## src/rtl/uart_tx.sv

```systemverilog
// Byte-wide UART transmitter: start, 8 data bits LSB first, optional parity, 1 or 2 stop bits.
// Ports: clk_i, rst_n (sync, active-low), valid/data/ready handshake in, busy/done status, uart_txdata serial out.
module uart_tx #(
  parameter int CLK_FREQ  = 100_000_000,
  parameter int UART_BPS  = 115200,
  parameter int PARITY    = 0,
  parameter int STOP_BITS = 1
) (
  input  logic       clk_i,
  input  logic       rst_n,
  input  logic       uart_tx_valid,
  input  logic [7:0] uart_tx_data,
  output logic       uart_tx_ready,
  output logic       uart_tx_busy,
  output logic       uart_tx_done,
  output logic       uart_txdata
);

  localparam int          BAUD_CNT_MAX = CLK_FREQ / UART_BPS;
  localparam logic [15:0] BAUD_LAST    = 16'(BAUD_CNT_MAX - 1);
  localparam logic        STOP_LAST    = (STOP_BITS == 2);
  localparam logic        PAR_EN       = (PARITY != 0);
  localparam logic        PAR_ODD      = (PARITY == 1);

  typedef enum logic [2:0] {
    S_IDLE,
    S_START,
    S_DATA,
    S_PARITY,
    S_STOP
  } state_t;

  state_t      r_state;
  logic [15:0] r_baud_cnt;
  logic [2:0]  r_bit_cnt;
  logic        r_stop_cnt;
  logic [7:0]  r_data;
  logic        r_txd;
  logic        r_done;

  state_t      w_state_nxt;
  logic [15:0] w_baud_nxt;
  logic [2:0]  w_bit_nxt;
  logic        w_stop_nxt;
  logic [7:0]  w_data_nxt;
  logic        w_txd_nxt;
  logic        w_done_nxt;
  logic        w_baud_end;
  logic [2:0]  w_bit_inc;
  logic        w_par;

  assign w_baud_end = (r_baud_cnt == BAUD_LAST);
  assign w_bit_inc  = r_bit_cnt + 3'd1;
  // Odd mode inverts so the total ones count (parity included) is odd.
  assign w_par      = PAR_ODD ? ~^r_data : ^r_data;

  always_ff @(posedge clk_i) begin
    if (!rst_n) begin
      r_state    <= S_IDLE;
      r_baud_cnt <= '0;
      r_bit_cnt  <= '0;
      r_stop_cnt <= 1'b0;
      r_data     <= '0;
      r_txd      <= 1'b1;
      r_done     <= 1'b0;
    end else begin
      r_state    <= w_state_nxt;
      r_baud_cnt <= w_baud_nxt;
      r_bit_cnt  <= w_bit_nxt;
      r_stop_cnt <= w_stop_nxt;
      r_data     <= w_data_nxt;
      r_txd      <= w_txd_nxt;
      r_done     <= w_done_nxt;
    end
  end

  always_comb begin
    w_state_nxt = r_state;
    w_baud_nxt  = r_baud_cnt;
    w_bit_nxt   = r_bit_cnt;
    w_stop_nxt  = r_stop_cnt;
    w_data_nxt  = r_data;
    w_txd_nxt   = r_txd;
    w_done_nxt  = 1'b0;
    if (r_state != S_IDLE) begin
      w_baud_nxt = w_baud_end ? 16'd0 : r_baud_cnt + 16'd1;
    end
    unique case (r_state)
      S_IDLE: begin
        w_txd_nxt = 1'b1;
        if (uart_tx_valid) begin
          w_data_nxt  = uart_tx_data;
          w_baud_nxt  = '0;
          w_bit_nxt   = '0;
          w_stop_nxt  = 1'b0;
          w_state_nxt = S_START;
          w_txd_nxt   = 1'b0;
        end
      end
      S_START: begin
        if (w_baud_end) begin
          w_state_nxt = S_DATA;
          w_bit_nxt   = '0;
          w_txd_nxt   = r_data[0];
        end
      end
      S_DATA: begin
        if (w_baud_end) begin
          if (r_bit_cnt == 3'd7) begin
            w_state_nxt = PAR_EN ? S_PARITY : S_STOP;
            w_txd_nxt   = PAR_EN ? w_par : 1'b1;
          end else begin
            w_bit_nxt = w_bit_inc;
            w_txd_nxt = r_data[w_bit_inc];
          end
        end
      end
      S_PARITY: begin
        if (w_baud_end) begin
          w_state_nxt = S_STOP;
          w_txd_nxt   = 1'b1;
        end
      end
      S_STOP: begin
        w_txd_nxt = 1'b1;
        if (w_baud_end) begin
          if (r_stop_cnt == STOP_LAST) begin
            w_state_nxt = S_IDLE;
            w_done_nxt  = 1'b1;
          end else begin
            w_stop_nxt = 1'b1;
          end
        end
      end
      default: begin
        w_state_nxt = S_IDLE;
        w_txd_nxt   = 1'b1;
      end
    endcase
  end

  assign uart_tx_busy  = (r_state != S_IDLE);
  assign uart_tx_ready = !uart_tx_busy;
  assign uart_tx_done  = r_done;
  assign uart_txdata   = r_txd;

endmodule

```

## config.mk

```make
export PLATFORM = sky130hd
export DESIGN_NAME = uart_tx
export DESIGN_NICKNAME = d
export VERILOG_FILES = /design/src/rtl/uart_tx.sv
export SDC_FILE = /design/constraint.sdc
export NUM_CORES = 1
export LEC_CHECK = 0
export CAP_MARGIN = 10
export CORE_UTILIZATION = 55
export DETAILED_ROUTE_END_ITERATION = 10
export PLACE_DENSITY = 0.88
export SYNTH_ARGS = -nofsm -noshare
export SYNTH_HDL_FRONTEND = slang
export SYNTH_SLANG_ARGS = --single-unit
```

## constraint.sdc

```tcl
create_clock -name clk_i -period 3.9 [get_ports clk_i]
set_input_delay 0.585 -clock clk_i [delete_from_list [all_inputs] [get_ports clk_i]]
set_output_delay 0.585 -clock clk_i [all_outputs]
set_load 0.01 [all_outputs]
```

Word level (Yosys, flattened, before mapping)
Cells that the tools add are included.
Word-level totals
  flip-flop bits (word level): 33
  bits of input ports: 11
  word-level logic and storage cells: 65
  output and inout bits: 4
Operators by class
  reduce and logical (&&, ||, !) cells: 11
  equality and inequality tests: 14
  muxes and demuxes: 30
  add/sub/neg operators: 2
  magnitude comparators: 1
Operators by type and width (count)
  16-bit two-way mux: 4
  3-bit two-way mux: 11
  16-bit by 1-bit adder with 16-bit output (second input constant): 1
  16-bit by 10-bit equality test with 1-bit output (second input constant): 1
  2-bit != test (second input constant): 8
  3-bit one-hot mux with 5 select lines: 1
  1-bit two-way mux: 10
  3-bit one-hot mux with 3 select lines: 1
  3-bit AND reduction: 3
  7-bit AND reduction: 1
  3-bit by 2-bit equality test with 1-bit output (second input constant): 2
  3-bit equality test (second input constant): 2
  3-bit nonzero test: 2
  5-bit AND reduction: 1
  3-bit by 4-bit < comparator with 1-bit output (second input constant): 1
  1-bit one-hot mux with 4 select lines: 1
  3-bit by 1-bit adder with 3-bit output (second input constant): 1
  1-bit binary-select mux with 3-bit select: 1
  3-bit by 1-bit equality test with 1-bit output (second input constant): 1
  3-bit logical NOT: 1
  1-bit one-hot mux with 2 select lines: 1
  2-bit AND reduction: 1
  2-bit nonzero test: 1
  1-bit logical NOT: 1

Logic depth before layout (Yosys ltp)
Gate-level depths: netlist (run 1).
  depth after elaboration: 6
  gate-level depth with buffers: 8
  mapped depth without buffers: 7

Worst setup path before layout (run 1)
Ideal clock, no wire load.
  path kind: reg2reg
  from: reg r_baud_cnt[12]
  to: reg r_baud_cnt[10]
  library setup time: 0.114 ns
  path buffers: 1
  setup slack: 1.851 ns
  clock period less this slack: 2.049 ns
  stages on the path, launching flop included: 7
  arrival time: 1.935 ns
  required time: 3.786 ns
  cell sequence: dfxtp_1 -> or4_4 -> or4_4 -> buf_6 -> and2_4 -> a21o_1 -> a21o_1
On the way
  word-level cells in the longest chain between the ends: 5
Ends and longest elaborated chain
  start: declaration: RTL line 34  | logic [15:0] r_baud_cnt;
  start signal: assignment: RTL line 68  | r_baud_cnt <= w_baud_nxt;
  16-bit by 10-bit equality test with 1-bit output *: RTL line 52  | assign w_baud_end = (r_baud_cnt == BAUD_LAST);
  16-bit two-way mux *: RTL line 86  | w_baud_nxt = w_baud_end ? 16'd0 : r_baud_cnt + 16'd1;
  16-bit two-way mux *: RTL line 85  | if (r_state != S_IDLE) begin
  16-bit two-way mux: RTL line 91  | if (uart_tx_valid) begin
  16-bit two-way mux *: RTL line 88  | unique case (r_state)
Mark *: on every way between the ends. The rest lies on a longest branch, timed or not.
A chain may end at the register's enable or synchronous reset.

Worst setup path in the final report (run 1)
  from: reg r_state[1]
  to: out uart_tx_ready
On the way
  word-level cells in the longest chain between the ends: 2
Ends and longest elaborated chain
  start: declaration: RTL line 33  | state_t r_state;
  start signal: assignment: RTL line 67  | r_state <= w_state_nxt;
  3-bit nonzero test: RTL line 142  | assign uart_tx_busy = (r_state != S_IDLE);
  1-bit logical NOT: RTL line 143  | assign uart_tx_ready = !uart_tx_busy;
  end: declaration: RTL line 13  | output logic uart_tx_ready,
No other way between the ends.

==> results of run 1 <==
final cells by class:
| cell class | instances | area share (%) |
|---|---|---|
| Inverter | 11 | 2.17 |
| Timing Repair Buffer | 14 | 7.38 |
| Clock buffer | 6 | 2.70 |
| Sequential cell | 32 | 33.7 |
| Tap cell | 31 | 2.04 |
| Multi-Input combinational cell | 156 | 51.4 |
| Clock inverter | 2 | 0.527 |
placed cells by master, fill, tap and decap left out, drive strengths merged, types with 2 or more instances in the layout:
cell / netlist / layout
nand4: 5 / 5
nand3: 9 / 9
or4: 3 / 3
nor4: 3 / 3
ha: 3 / 3
or3: 7 / 7
nand2: 29 / 29
nor3: 8 / 8
nor2: 13 / 13
inv: 11 / 11
o21a: 2 / 2
clkdlybuf4s50: 0 / 14
a22oi: 2 / 2
nor2b: 3 / 3
nor3b: 5 / 5
a21oi: 10 / 10
and2: 4 / 4
clkinv: 0 / 2
dfxtp: 32 / 32
and3: 3 / 3
clkbuf: 5 / 6
a211oi: 2 / 2
o21ai: 17 / 17
mux4: 2 / 2
a21boi: 9 / 9
a21o: 5 / 5
power by group through the flow:
stage / registers [mW] / logic (mW) / clock network, mW
after floorplan: 0.347 / 0.0499 / 0
after global placement: 0.349 / 0.0696 / 0
after detailed placement: 0.350 / 0.0710 / 0
after CTS: 0.342 / 0.0712 / 0.203
after global routing: 0.344 / 0.0798 / 0.216
final: 0.342 / 0.0720 / 0.200
flip-flops by register name, indices dropped and copies added, names as in the netlist:
register      count
r_baud_cnt       16
r_bit_cnt         3
r_data            8
r_state           3
uart_tx_done      1
uart_txdata       1
critical path, cell delays in order, from the launching register on:
cell,delay (ps)
dfxtp_1,430
or3_1,420
inv_1,210
clkdlybuf4s50_1,570
metal layers:
layer	vias to the layer above	GRT usage (%)	wire length [µm]
met5	-	0	0
met4	0	11.9	68
met3	7	4.02	225
met2	56	37.1	1660
met1	715	32.2	1670
li1	773	-	-
metrics by stage:
step           cells  power (mW)
3_5_place_dp     244       0.421
4_1_cts          252       0.616
6_report         252       0.615
3_3_place_gp     244       0.419
5_1_grt          252       0.640
2_1_floorplan    208       0.397
final timing paths:
check | startpoint | to | slack, ps | depth (start not counted)
worst min-delay path | r_data[2]$_SDFFE_PN0P_ | r_data[2]$_SDFFE_PN0P_ | 470 | 2
worst max-delay path | r_state[1]$_SDFFE_PN0P_ | uart_tx_ready | 1340 | 3
worst max register to register | r_baud_cnt[7]$_SDFF_PN0_ | r_state[2]$_SDFFE_PN0P_ | 1680 | 5
worst min register to register | r_data[2]$_SDFFE_PN0P_ | r_data[2]$_SDFFE_PN0P_ | 470 | 2
cell families (layout without fill, tap and decap cells):
| group | after synthesis | count (layout) | share of synthesized area, % |
|---|---|---|---|
| and+or+nand+nor | 98 | 98 | 31.1 |
| adders and majority gates | 3 | 3 | 2.19 |
| AOI/OAI and AO/OA | 52 | 52 | 20.4 |
| DFF | 32 | 32 | 37.3 |
| muxes | 3 | 3 | 3.28 |
| buffers and inverters | 20 | 33 | 5.76 |
==> impl_metrics.env, run 1 <==
export IMPL_yosysMostFrequentCell="dfxtp_1"
export IMPL_period_share_pct=65.7
export IMPL_grtUsageTotal_pct=23.9
export IMPL_ant_nets=0
export IMPL_dieArea_mm2=0.00335
export IMPL_initial_core_util_pct=60.2
export IMPL_first_pass_iters=5
export IMPL_critical_path_class="register to output pin"
export IMPL_required_ps=3310
export IMPL_cts_made_buffers=5
export IMPL_route_vias_total=1551
export IMPL_place_ws_ps=1410
export IMPL_io_pins=15
export IMPL_multi_input_area_um2=977
export IMPL_power_leakage_nw=0.660
export IMPL_dieHeight_um=57.9
export IMPL_min_path_type="register to register"
export IMPL_drv_slew=0
export IMPL_grt_pass1_wl_mm=6.17
export IMPL_cts_sinks=32
export IMPL_io_buffer_count=14
export IMPL_yosys_register_bits=32
export IMPL_clk_latency_ps=340
export IMPL_p_switching_mw=0.159
export IMPL_tightest_slew_ps=768
export IMPL_n_antenna_cell=0
export IMPL_cts_tree="yes"
export IMPL_n_fill_cell=245
export IMPL_ys_top_cells_by_area="dfxtp_1, nand2_1, a21boi_0"
export IMPL_synth_area_leader_cell="dfxtp_1"
export IMPL_vdd_ir_drop_max_v=0.000216
export IMPL_clock_fmax_mhz=390
export IMPL_synth_top_area_share_pct=37.3
export IMPL_path_max_fanout=11
export IMPL_synth_flop_cell="dfxtp_1"
export IMPL_cts_htree_levels=2
export IMPL_grt_pass1_vias=1395
export IMPL_min_period_ps=2560
export IMPL_start_kind="register"
export IMPL_clkTransAtPathRegs_ps=100
export IMPL_p_per_area_mw_per_mm2=324
export IMPL_switching_share_pct=25.8
export IMPL_status="complete, no violations"
export IMPL_final_hold_violation_count=0
export IMPL_area_growth_syn_to_layout_pct=10.6
export IMPL_synth_distinct_cells=43
export IMPL_utilization_pct=66.6
export IMPL_hpwlAfterDp_mm=2.57
export IMPL_setup_tns_ps=0
export IMPL_synth_area_mm2=0.00172
export IMPL_place_congestion=0.869
export IMPL_ctsResizeCount=0
export IMPL_finalSetupViolations=0
export IMPL_nNetsFinal=234
export IMPL_synth_edf_count=0
export IMPL_grt_setup_unrepaired="no"
export IMPL_netlist_instances=208
export IMPL_slew_headroom_pct=48.3
export IMPL_clockPowerShare_pct=32.6
export IMPL_overflow=0
export IMPL_comb_power_share_pct=11.7
export IMPL_fin_ws_ps=1340
export IMPL_syn_area_per_cell_um2=8.25
export IMPL_drc=0
export IMPL_synth_warnings=0
export IMPL_detail_route_wirelength_mm=3.62
export IMPL_arrival_ps=1980
export IMPL_internal_power_mw=0.456
export IMPL_root_buffer="clkbuf_4"
export IMPL_core_area_mm2=0.00285
export IMPL_grt_antenna_before_repair=0
export IMPL_clock_skew_ps=10.0
export IMPL_holdWs_ps=474
export IMPL_endpoint_kind="output pin"
export IMPL_p_seq_share_pct=55.7
export IMPL_synth_commonest_cells="dfxtp_1, nand2_1, nor2_1"
export IMPL_syn_nets=222
export IMPL_cts_path_max_buffers=2
export IMPL_post_cts_buffers=0
export IMPL_place_area_mm2=0.00184
export IMPL_via_per_inst=6.15
export IMPL_synth_seq_area_share_pct=37.3
export IMPL_die_w_um=57.9
export IMPL_finish_instance_area_mm2=0.00190
export IMPL_async_flop_share_pct=0
export IMPL_seqCellArea_um2=641
export IMPL_grt_max_degree=25
export IMPL_drive_gt1_share_pct=11.3
export IMPL_wl_per_cell_um=14.4
export IMPL_cts_hold_buf=0
export IMPL_first_iter_violations=169
export IMPL_rows=19
export IMPL_cap_violations=0
(Power assumes the default switching activity.)
==> run 2: changes to the inputs <==
==> constraint.sdc (replaced) <==
create_clock -name clk_i -period 2.6 [get_ports clk_i]
set_input_delay 0.39 -clock clk_i [delete_from_list [all_inputs] [get_ports clk_i]]
set_output_delay 0.39 -clock clk_i [all_outputs]
set_load 0.01 [all_outputs]
==> impl_metrics.env, run 2 (synthesis results as in run 1) <==
export IMPL_ctsResizeCount=0
export IMPL_dieHeight_um=57.9
export IMPL_cts_path_max_buffers=2
export IMPL_overflow=0
export IMPL_core_area_mm2=0.00285
export IMPL_n_fill_cell=242
export IMPL_grt_max_degree=16
export IMPL_rows=19
export IMPL_hold_depth=2
export IMPL_p_total_mw=0.915
export IMPL_slew_headroom_pct=58.8
export IMPL_start_kind="register"
export IMPL_finish_instance_area_mm2=0.00191
export IMPL_initial_core_util_pct=60.2
export IMPL_first_iter_violations=101
export IMPL_period_share_pct=89.0
export IMPL_io_pins=15
export IMPL_critical_path_class="register to output pin"
export IMPL_n_antenna_cell=0
export IMPL_die_w_um=57.9
export IMPL_seqCellArea_um2=641
export IMPL_power_leakage_nw=0.664
export IMPL_path_max_fanout=11
export IMPL_place_area_mm2=0.00185
export IMPL_final_common_cell="dfxtp_1"
export IMPL_endpoint_kind="output pin"
export IMPL_root_buffer="clkbuf_4"
export IMPL_cts_sinks=32
export IMPL_cts_hold_buf=0
export IMPL_first_pass_iters=4
export IMPL_cts_made_buffers=5
export IMPL_setup_tns_ps=0
export IMPL_grt_pass1_vias=1359
export IMPL_clock_fmax_mhz=432
export IMPL_utilization_pct=67.0
export IMPL_drc=0
export IMPL_regMostFlops="r_baud_cnt"
export IMPL_ant_nets=0
export IMPL_hpwlAfterDp_mm=2.54
export IMPL_nNetsFinal=236
export IMPL_place_congestion=0.866
export IMPL_required_ps=2210
export IMPL_grt_antenna_before_repair=0
export IMPL_io_buffer_count=14
export IMPL_area_growth_syn_to_layout_pct=11.4
export IMPL_cts_htree_levels=2
export IMPL_route_vias_total=1537
export IMPL_reg2regPathDepth=5
export IMPL_reg_largest_list="r_baud_cnt: 16 flops, r_data: 8 flops"
export IMPL_post_cts_buffers=0
export IMPL_drive_gt1_share_pct=11.2
export IMPL_largest_reg_flops=16
export IMPL_vdd_ir_drop_max_v=0.000339
export IMPL_clkTransAtPathRegs_ps=90
export IMPL_cts_tree="yes"
export IMPL_clk_latency_ps=320
export IMPL_p_per_area_mw_per_mm2=479
export IMPL_arrival_ps=1920
export IMPL_dieArea_mm2=0.00335
export IMPL_final_cell_mix="dfxtp_1, nand2_1, clkdlybuf4s50_1"
export IMPL_multi_input_area_um2=977
export IMPL_grtUsageTotal_pct=23.6
export IMPL_wl_per_cell_um=13.8
export IMPL_cap_violations=0
export IMPL_min_path_type="register to register"
export IMPL_final_hold_violation_count=0
export IMPL_grt_pass1_wl_mm=6.13
export IMPL_via_per_inst=6.05
export IMPL_tightest_slew_ps=611
export IMPL_grt_setup_unrepaired="no"
export IMPL_detail_route_wirelength_mm=3.52
export IMPL_drv_slew=0
export IMPL_min_period_ps=2310
export IMPL_finalSetupViolations=0
export IMPL_clock_skew_ps=6.74
export IMPL_status="complete, no violations"
==> run 2: cell count changes in the layout (fill, tap and decap cells not counted), sizes merged <==
cell,change
buf,+2
clkbuf,+2
clkinv,-2
==> run 2: cell type report <==
class | instances | share of cell area (%)
clock buffer | 8 | 3.08
inverter | 11 | 2.16
multi-input combinational | 156 | 51.1
sequential | 32 | 33.5
tap | 31 | 2.03
timing repair buffer | 16 | 8.12
==> run 2: path summary, 6_finish.rpt <==
| check | endpoint | start | slack, ps |
|---|---|---|---|
| setup / recovery | uart_tx_ready | r_state[1]$_SDFFE_PN0P_ | 290 |
| hold / removal | r_data[2]$_SDFFE_PN0P_ | r_data[2]$_SDFFE_PN0P_ | 470 |
| setup reg to reg | r_baud_cnt[10]$_SDFF_PN0_ | r_baud_cnt[12]$_SDFF_PN0_ | 480 |
| hold reg to reg | r_data[2]$_SDFFE_PN0P_ | r_data[2]$_SDFFE_PN0P_ | 470 |
==> run 2: power by group <==
group	switching (mW)	internal, mW	leakage, nW
clock	0.160	0.133	0.0326
combinational	0.0551	0.0531	0.372
sequential	0.0109	0.503	0.260
total	0.226	0.689	0.664
==> run 2: per-layer routing <==
layer / up-vias / global-route usage [%] / share of wire, %
met5: - / 0 / 0
met4: 0 / 9.86 / 1.6
met3: 6 / 5.58 / 3.9
met2: 44 / 35.3 / 46
met1: 715 / 32.8 / 48
li1: 772 / - / -
==> run 2: through the flow <==
| stage | std cells | hold WS, ps | setup WS [ps] |
|---|---|---|---|
| after floorplan | 208 | 439 | 551 |
| after global placement | 246 | 449 | 509 |
| after detailed placement | 246 | 458 | 492 |
| after CTS | 254 | 471 | 287 |
| after global routing | 254 | 501 | 187 |
| final | 254 | 468 | 287 |
==> run 2: critical path, cell delays in order (launching register included) <==
cell and delay, ps:
dfxtp_1 420, or3_1 410, inv_1 200, clkdlybuf4s50_1 570
